<file path="src/rtl/uart_pkg.sv">
// Shared UART definitions: parity modes, receiver FSM states, tuser layout and
// the baud divisor used by both the receiver and the transmitter.
package uart_pkg;

  localparam int unsigned PAR_NONE = 0;
  localparam int unsigned PAR_EVEN = 1;
  localparam int unsigned PAR_ODD  = 2;

  localparam int unsigned TUSER_FRAME  = 0;
  localparam int unsigned TUSER_PARITY = 1;
  localparam int unsigned TUSER_BREAK  = 2;
  localparam int unsigned TUSER_W      = 3;

  typedef enum logic [2:0] {
    IDLE,
    START,
    DATA,
    PARITY,
    STOP,
    BRK_WAIT
  } state_e;

  function automatic int unsigned baud_div(input int unsigned clk_freq,
                                           input int unsigned baud,
                                           input int unsigned oversample);
    return clk_freq / (baud * oversample);
  endfunction

endpackage

</file>
<file path="src/rtl/uart_baud_tick.sv">
// Oversampling tick generator: one-cycle tick every DIV clocks, phase reset by restart.
module uart_baud_tick
  import uart_pkg::*;
#(
  parameter int unsigned CLK_FREQ   = 100_000_000,
  parameter int unsigned BAUD       = 115200,
  parameter int unsigned OVERSAMPLE = 16
) (
  input  logic clk,
  input  logic rst,
  input  logic restart,
  output logic tick
);

  localparam int unsigned DIV = baud_div(CLK_FREQ, BAUD, OVERSAMPLE);
  localparam int unsigned CW  = (DIV > 1) ? $clog2(DIV) : 1;

  if (DIV < 1) begin : gen_div_check
    $error("uart_baud_tick: clock too slow for BAUD*OVERSAMPLE");
  end

  logic [CW-1:0] cnt_q;

  assign tick = (cnt_q == CW'(DIV - 1));

  always_ff @(posedge clk or negedge rst) begin
    if (!rst) begin
      cnt_q <= '0;
    end else if (restart || tick) begin
      cnt_q <= '0;
    end else begin
      cnt_q <= cnt_q + 1'b1;
    end
  end

endmodule

</file>
<file path="src/rtl/uart_rx_axis.sv">
// Oversampled UART receiver with majority-vote sampling, error reporting and a
// single-entry AXI-Stream output register.
module uart_rx_axis
  import uart_pkg::state_e, uart_pkg::IDLE, uart_pkg::START, uart_pkg::DATA;
  import uart_pkg::STOP, uart_pkg::BRK_WAIT, uart_pkg::PAR_NONE, uart_pkg::PAR_ODD;
  import uart_pkg::TUSER_FRAME, uart_pkg::TUSER_PARITY, uart_pkg::TUSER_BREAK;
#(
  parameter int unsigned CLK_FREQ   = 100_000_000,
  parameter int unsigned BAUD       = 115200,
  parameter int unsigned OVERSAMPLE = 16,
  parameter int unsigned DATA_BITS  = 8,
  parameter int unsigned PARITY     = 0,
  parameter int unsigned STOP_BITS  = 1
) (
  input  logic                 clk,
  input  logic                 rst,
  input  logic                 rx,
  output logic [DATA_BITS-1:0] m_axis_tdata,
  output logic                 m_axis_tvalid,
  input  logic                 m_axis_tready,
  output logic [2:0]           m_axis_tuser,
  output logic                 overrun,
  output logic                 busy
);

  localparam int unsigned M  = OVERSAMPLE / 2;
  localparam int unsigned SW = $clog2(OVERSAMPLE);
  localparam logic [SW-1:0] S_LO   = SW'(M - 1);
  localparam logic [SW-1:0] S_MID  = SW'(M);
  localparam logic [SW-1:0] S_HI   = SW'(M + 1);
  localparam logic [SW-1:0] S_LAST = SW'(OVERSAMPLE - 1);
  localparam logic [3:0]    LAST_BIT = 4'(DATA_BITS - 1);

  if (OVERSAMPLE < 8 || OVERSAMPLE % 2 != 0 || DATA_BITS < 5 || DATA_BITS > 9 ||
      PARITY > PAR_ODD || STOP_BITS < 1 || STOP_BITS > 2) begin : gen_param_check
    $error("uart_rx_axis: illegal parameter set");
  end

  logic                 rx_meta_q, rx_sync_q;
  logic                 tick, restart;
  state_e               state_q;
  logic [SW-1:0]        s_q;
  logic                 smp_lo_q, smp_mid_q;
  logic [3:0]           bit_idx_q;
  logic [DATA_BITS-1:0] shift_q;
  logic                 zero_q, perr_q, ferr_q, brk_q;
  logic                 sampling, dec, maj, exp_par, first_stop, last_stop;
  logic                 frame_err_c, brk_c, commit;

  always_ff @(posedge clk or negedge rst) begin
    if (!rst) begin
      rx_meta_q <= 1'b1;
      rx_sync_q <= 1'b1;
    end else begin
      rx_meta_q <= rx;
      rx_sync_q <= rx_meta_q;
    end
  end

  // Realign the tick phase to the falling start edge.
  assign restart = (state_q == IDLE) && !rx_sync_q;
  assign busy    = (state_q != IDLE);

  uart_baud_tick #(
    .CLK_FREQ  (CLK_FREQ),
    .BAUD      (BAUD),
    .OVERSAMPLE(OVERSAMPLE)
  ) u_baud_tick (
    .clk    (clk),
    .rst    (rst),
    .restart(restart),
    .tick   (tick)
  );

  always_comb begin
    sampling    = (state_q != IDLE) && (state_q != BRK_WAIT);
    dec         = sampling && tick && (s_q == S_HI);
    maj         = (smp_lo_q & smp_mid_q) | (smp_lo_q & rx_sync_q) | (smp_mid_q & rx_sync_q);
    exp_par     = (PARITY == PAR_ODD) ? ~(^shift_q) : ^shift_q;
    first_stop  = (bit_idx_q == 4'd0);
    last_stop   = (STOP_BITS == 1) || !first_stop;
    frame_err_c = ferr_q | ~maj;
    // Break is decided on the first stop bit; a second stop bit only adds framing info.
    brk_c       = first_stop ? (zero_q & ~maj) : brk_q;
    commit      = dec && (state_q == STOP) && last_stop;
  end

  always_ff @(posedge clk or negedge rst) begin
    if (!rst) begin
      state_q       <= IDLE;
      s_q           <= '0;
      smp_lo_q      <= 1'b0;
      smp_mid_q     <= 1'b0;
      bit_idx_q     <= '0;
      shift_q       <= '0;
      zero_q        <= 1'b0;
      perr_q        <= 1'b0;
      ferr_q        <= 1'b0;
      brk_q         <= 1'b0;
      m_axis_tdata  <= '0;
      m_axis_tvalid <= 1'b0;
      m_axis_tuser  <= '0;
      overrun       <= 1'b0;
    end else begin
      overrun <= 1'b0;
      if (sampling && tick) begin
        s_q <= (s_q == S_LAST) ? '0 : s_q + 1'b1;
        if (s_q == S_LO)  smp_lo_q  <= rx_sync_q;
        if (s_q == S_MID) smp_mid_q <= rx_sync_q;
      end

      if (m_axis_tvalid && m_axis_tready) m_axis_tvalid <= 1'b0;
      if (commit) begin
        if (!m_axis_tvalid || m_axis_tready) begin
          m_axis_tvalid              <= 1'b1;
          m_axis_tdata               <= brk_c ? '0 : shift_q;
          m_axis_tuser[TUSER_BREAK]  <= brk_c;
          m_axis_tuser[TUSER_PARITY] <= perr_q;
          m_axis_tuser[TUSER_FRAME]  <= frame_err_c;
        end else begin
          overrun <= 1'b1;
        end
      end

      unique case (state_q)
        IDLE: begin
          if (!rx_sync_q) begin
            state_q <= START;
            s_q     <= '0;
          end
        end
        START: begin
          if (dec) begin
            if (maj) begin
              state_q <= IDLE;
            end else begin
              state_q   <= DATA;
              bit_idx_q <= '0;
              zero_q    <= 1'b1;
              perr_q    <= 1'b0;
              ferr_q    <= 1'b0;
              brk_q     <= 1'b0;
            end
          end
        end
        DATA: begin
          if (dec) begin
            shift_q <= {maj, shift_q[DATA_BITS-1:1]};
            if (maj) zero_q <= 1'b0;
            if (bit_idx_q == LAST_BIT) begin
              bit_idx_q <= '0;
              state_q   <= (PARITY != PAR_NONE) ? uart_pkg::PARITY : STOP;
            end else begin
              bit_idx_q <= bit_idx_q + 4'd1;
            end
          end
        end
        uart_pkg::PARITY: begin
          if (dec) begin
            if (maj != exp_par) perr_q <= 1'b1;
            if (maj) zero_q <= 1'b0;
            state_q <= STOP;
          end
        end
        STOP: begin
          if (dec) begin
            if (last_stop) begin
              state_q <= brk_c ? BRK_WAIT : IDLE;
            end else begin
              ferr_q    <= frame_err_c;
              brk_q     <= brk_c;
              bit_idx_q <= 4'd1;
            end
          end
        end
        BRK_WAIT: begin
          if (rx_sync_q) state_q <= IDLE;
        end
        default: state_q <= IDLE;
      endcase
    end
  end

endmodule

</file>
<file path="config.mk">
export PLATFORM = sky130hd
export DESIGN_NAME = uart_rx_axis
export DESIGN_NICKNAME = d
export VERILOG_FILES = /design/src/rtl/uart_pkg.sv /design/src/rtl/uart_baud_tick.sv /design/src/rtl/uart_rx_axis.sv
export SDC_FILE = /design/constraint.sdc
export NUM_CORES = 1
export LEC_CHECK = 0
export CAP_MARGIN = 20
export CORE_MARGIN = 2
export CORE_UTILIZATION = 51
export CTS_CLUSTER_SIZE = 14
export DETAILED_ROUTE_END_ITERATION = 7
export GPL_TIMING_DRIVEN = 0
export MAX_ROUTING_LAYER = met4
export PLACE_DENSITY = 0.7
export SYNTH_ARGS = -nofsm -noshare
export SYNTH_HDL_FRONTEND = slang
export SYNTH_SLANG_ARGS = --single-unit
</file>
<file path="constraint.sdc">
create_clock -name clk -period 5.8 [get_ports clk]
set_input_delay 1.74 -clock clk [delete_from_list [all_inputs] [get_ports clk]]
set_output_delay 1.74 -clock clk [all_outputs]
set_load 0.02 [all_outputs]
</file>
==> results.sh <==
export IMPL_crit_family="buffers and inverters"
export IMPL_finalSetupTns_ns=0
export IMPL_syn_inst=204
export IMPL_cts_buffer_depth=2
export IMPL_firstDrtPassIters=4
export IMPL_slowest_delay_ns=0.61
export IMPL_synth_seq_cells=44
export IMPL_crit_chain="clkbuf_1 > inv_1 > nand2_1 > clkdlybuf4s50_1"
export IMPL_initial_core_util_pct=52.7
export IMPL_worstReg2RegStart="u_baud_tick.cnt_q[1]$_DFF_PN0_"
export IMPL_ys_types=38
export IMPL_worstSetupPathDepth=4
export IMPL_post_route_min_period_ns=3.64
export IMPL_ant_nets=0
export IMPL_grt_max_degree=30
export IMPL_timing_rr_end="m_axis_tdata[4]$_DFFE_PN0P_"
export IMPL_place_hpwl_um=2660
export IMPL_cts_repair_timing_setup_buffer_count=0
export IMPL_cts_root_buf="clkbuf_8"
export IMPL_p_clk_share_pct=42.8
export IMPL_diodes=0
export IMPL_cts_resized=0
export IMPL_wirelength_um=3570
export IMPL_min_path_type="register to register"
export IMPL_grt_pass1_wl_um=6220
export IMPL_cts_tree="yes"
export IMPL_maxCapViolations=0
export IMPL_crit_path_start="state_q[1]$_DFFE_PN0P_"
export IMPL_yosysSeqAreaShare_pct=52.3
export IMPL_placed_area_sq_um=2360
export IMPL_vias_per_cell=5.22
export IMPL_port_buffer_count=17
export IMPL_final_nets=240
export IMPL_num_rows=23
export IMPL_syn_num_nets=215
export IMPL_leakagePower_nw=1.08
export IMPL_drive_above_1_share_pct=12.2
export IMPL_async_reset_ff_share_pct=100
export IMPL_fmax_mhz=275
export IMPL_fp_dieW_um=68.3
export IMPL_syn_to_final_growth_pct=17.3
export IMPL_ctsHoldBuffers=0
export IMPL_die_y_um=68.3
export IMPL_path_buf_inv=3
export IMPL_reg2reg_depth=8
export IMPL_crit_path_top_delay_cell="clkdlybuf4s50_1"
export IMPL_grt_use_total_pct=18.7
export IMPL_skew_ns=0.0146
export IMPL_rsz0062_at_grt="false"
export IMPL_endpoint_kind="output port"
export IMPL_grt_pass1_vias=1389
export IMPL_crit_required_ns=4.06
export IMPL_peakVddDrop_uv=161
export IMPL_synth_area_sq_um=2110
export IMPL_p_switching_mw=0.115
export IMPL_tightest_slew_ns=0.699
export IMPL_nFillCells=352
export IMPL_coreArea_sq_um=4000
export IMPL_ys_flop_type="dfrtp_1"
export IMPL_swShare_pct=20.6
export IMPL_status="finished, final reports clean"
export IMPL_synth_edff_count=0
export IMPL_final_common_cell="dfrtp_1"
export IMPL_seqPwrFrac_pct=55.6
export IMPL_p_comb_share_pct=1.7
export IMPL_numCtsBuffers=5
export IMPL_drt_iter0_markers=57
export IMPL_wl_per_cell_um=12.7
export IMPL_hold_viol_final=0
export IMPL_setup_violations_final=0
export IMPL_htree_levels=2
export IMPL_cts_sinks=44
export IMPL_final_cell_mix="42 x dfrtp_1, 33 x nand2_1, 21 x nor2_1"
export IMPL_finalCritPeriodShare_pct=62.7
export IMPL_intPower_mw=0.440
export IMPL_fin_area_sq_um=2470
export IMPL_path_max_fanout=9
export IMPL_crit_end="busy"
export IMPL_ys_warnings_count=0
export IMPL_vias=1461
export IMPL_die_area_sq_um=4670
export IMPL_multi_input_area_sq_um=941
export IMPL_cts_clk_slew_worst_paths_ns=0.08
export IMPL_cp_arrival_ns=1.90
export IMPL_grt_antenna_before_repair=0
export IMPL_reg2reg_setup_slack_ns=3.57
export IMPL_power_density_nw_per_um2=224
export IMPL_drv_slew=0
export IMPL_gp_congestion=0.868
export IMPL_ioPinCount=18
export IMPL_grt_overflow=0
export IMPL_slew_headroom_pct=53.0
export IMPL_critPathLaunchType="register"
export IMPL_drc_errors=0
export IMPL_syn_avg_cell_area_sq_um=10.3
export IMPL_clk_latency_ns=0.30
export IMPL_critical_path_class="register to output port"
export IMPL_regArea_sq_um=1100
[registers in the layout, indices dropped and copies added, names as in the netlist]
| signal | count |
|---|---|
| u_baud_tick.cnt_q | 6 |
| bit_idx_q | 4 |
| smp_lo_q | 1 |
| zero_q | 1 |
| s_q | 4 |
| rx_meta_q | 1 |
| rx_sync_q | 1 |
| m_axis_tvalid | 1 |
| perr_q | 1 |
| shift_q | 8 |
| m_axis_tuser | 3 |
| m_axis_tdata | 8 |
| smp_mid_q | 1 |
| state_q | 3 |
| overrun | 1 |
[layout make-up]
class	instances	share of cell area, %
Sequential cell	44	44.6
Timing Repair Buffer	18	7.49
Clock buffer	5	2.78
Clock inverter	3	1.92
Tap cell	50	2.53
Buffer	7	1.11
Multi-Input combinational cell	143	38.0
Inverter	10	1.52
[cell usage after synthesis, types with 2 or more instances]
cell      count  area, sq um
dfrtp_1      42         1050
nand2_1      33          124
o21ai_0      15         75.1
nor2_1       21         78.8
a211o_1       2         17.5
clkbuf_1      6         22.5
nand3b_1      4         30.0
ha_1          7         87.6
nand2b_1      4         25.0
a21oi_1       4         20.0
nand3_1       5         25.0
mux2_2       11          124
xnor2_1      10         87.6
nor3_1        4         20.0
mux2i_1       2         20.0
xor2_1        2         17.5
inv_1        10         37.5
dfstp_2       2         52.6
[layer usage]
layer | part of all wire, % | GRT usage (%) | vias to the layer above
met2 | 46 | 27.1 | 27
met5 | 0 | - | -
met4 | 0.73 | 9.00 | 0
met3 | 3.1 | 5.10 | 2
li1 | - | - | 739
met1 | 50 | 24.3 | 693
[per-stage QoR]
| step | utilization [%] | hold slack [ns] | cells | setup slack (ns) | power [mW] |
|---|---|---|---|---|---|
| global placement | 58.6 | 0.346 | 271 | 1.85 | 0.323 |
| finish | 61.8 | 0.359 | 280 | 2.16 | 0.555 |
| floorplan | - | 0.345 | 204 | 3.19 | 0.315 |
| detailed placement | 58.9 | 0.347 | 272 | 2.48 | 0.324 |
| CTS | 61.8 | 0.358 | 280 | 2.14 | 0.564 |
| global route | 61.8 | 0.366 | 280 | 2.01 | 0.578 |
[power by group through the flow]
stage / Sequential (mW) / Clock, mW / Combinational, mW
detailed placement: 0.315 / 0 / 0.00996
global route: 0.309 / 0.258 / 0.0111
finish: 0.308 / 0.237 / 0.00924
CTS: 0.308 / 0.245 / 0.00997
global placement: 0.315 / 0 / 0.00838
floorplan: 0.314 / 0 / 0.000395
[cells by family after synthesis]
family,Yosys count,synth area share [%]
compound gates,29,8.36
simple gates,80,18.7
xor+xnor,13,6.05
fa+ha+maj,8,4.63
mux,13,6.82
flops,44,52.3
buf+inv,17,3.08
[how the worst min path moves through the flow]
stage | startpoint | to | slack [ns] | cells after the start
floorplan | rx_meta_q$_DFF_PN1_ | rx_sync_q$_DFF_PN1_ | 0.35 | 0
CTS | rx_meta_q$_DFF_PN1_ | rx_sync_q$_DFF_PN1_ | 0.36 | 0
finish | rx_meta_q$_DFF_PN1_ | rx_sync_q$_DFF_PN1_ | 0.36 | 0
detailed placement | rx_meta_q$_DFF_PN1_ | rx_sync_q$_DFF_PN1_ | 0.35 | 0
global route | rx_meta_q$_DFF_PN1_ | rx_sync_q$_DFF_PN1_ | 0.37 | 0
global placement | rx_meta_q$_DFF_PN1_ | rx_sync_q$_DFF_PN1_ | 0.35 | 0
Note: power is estimated with default switching activity, not from simulation.
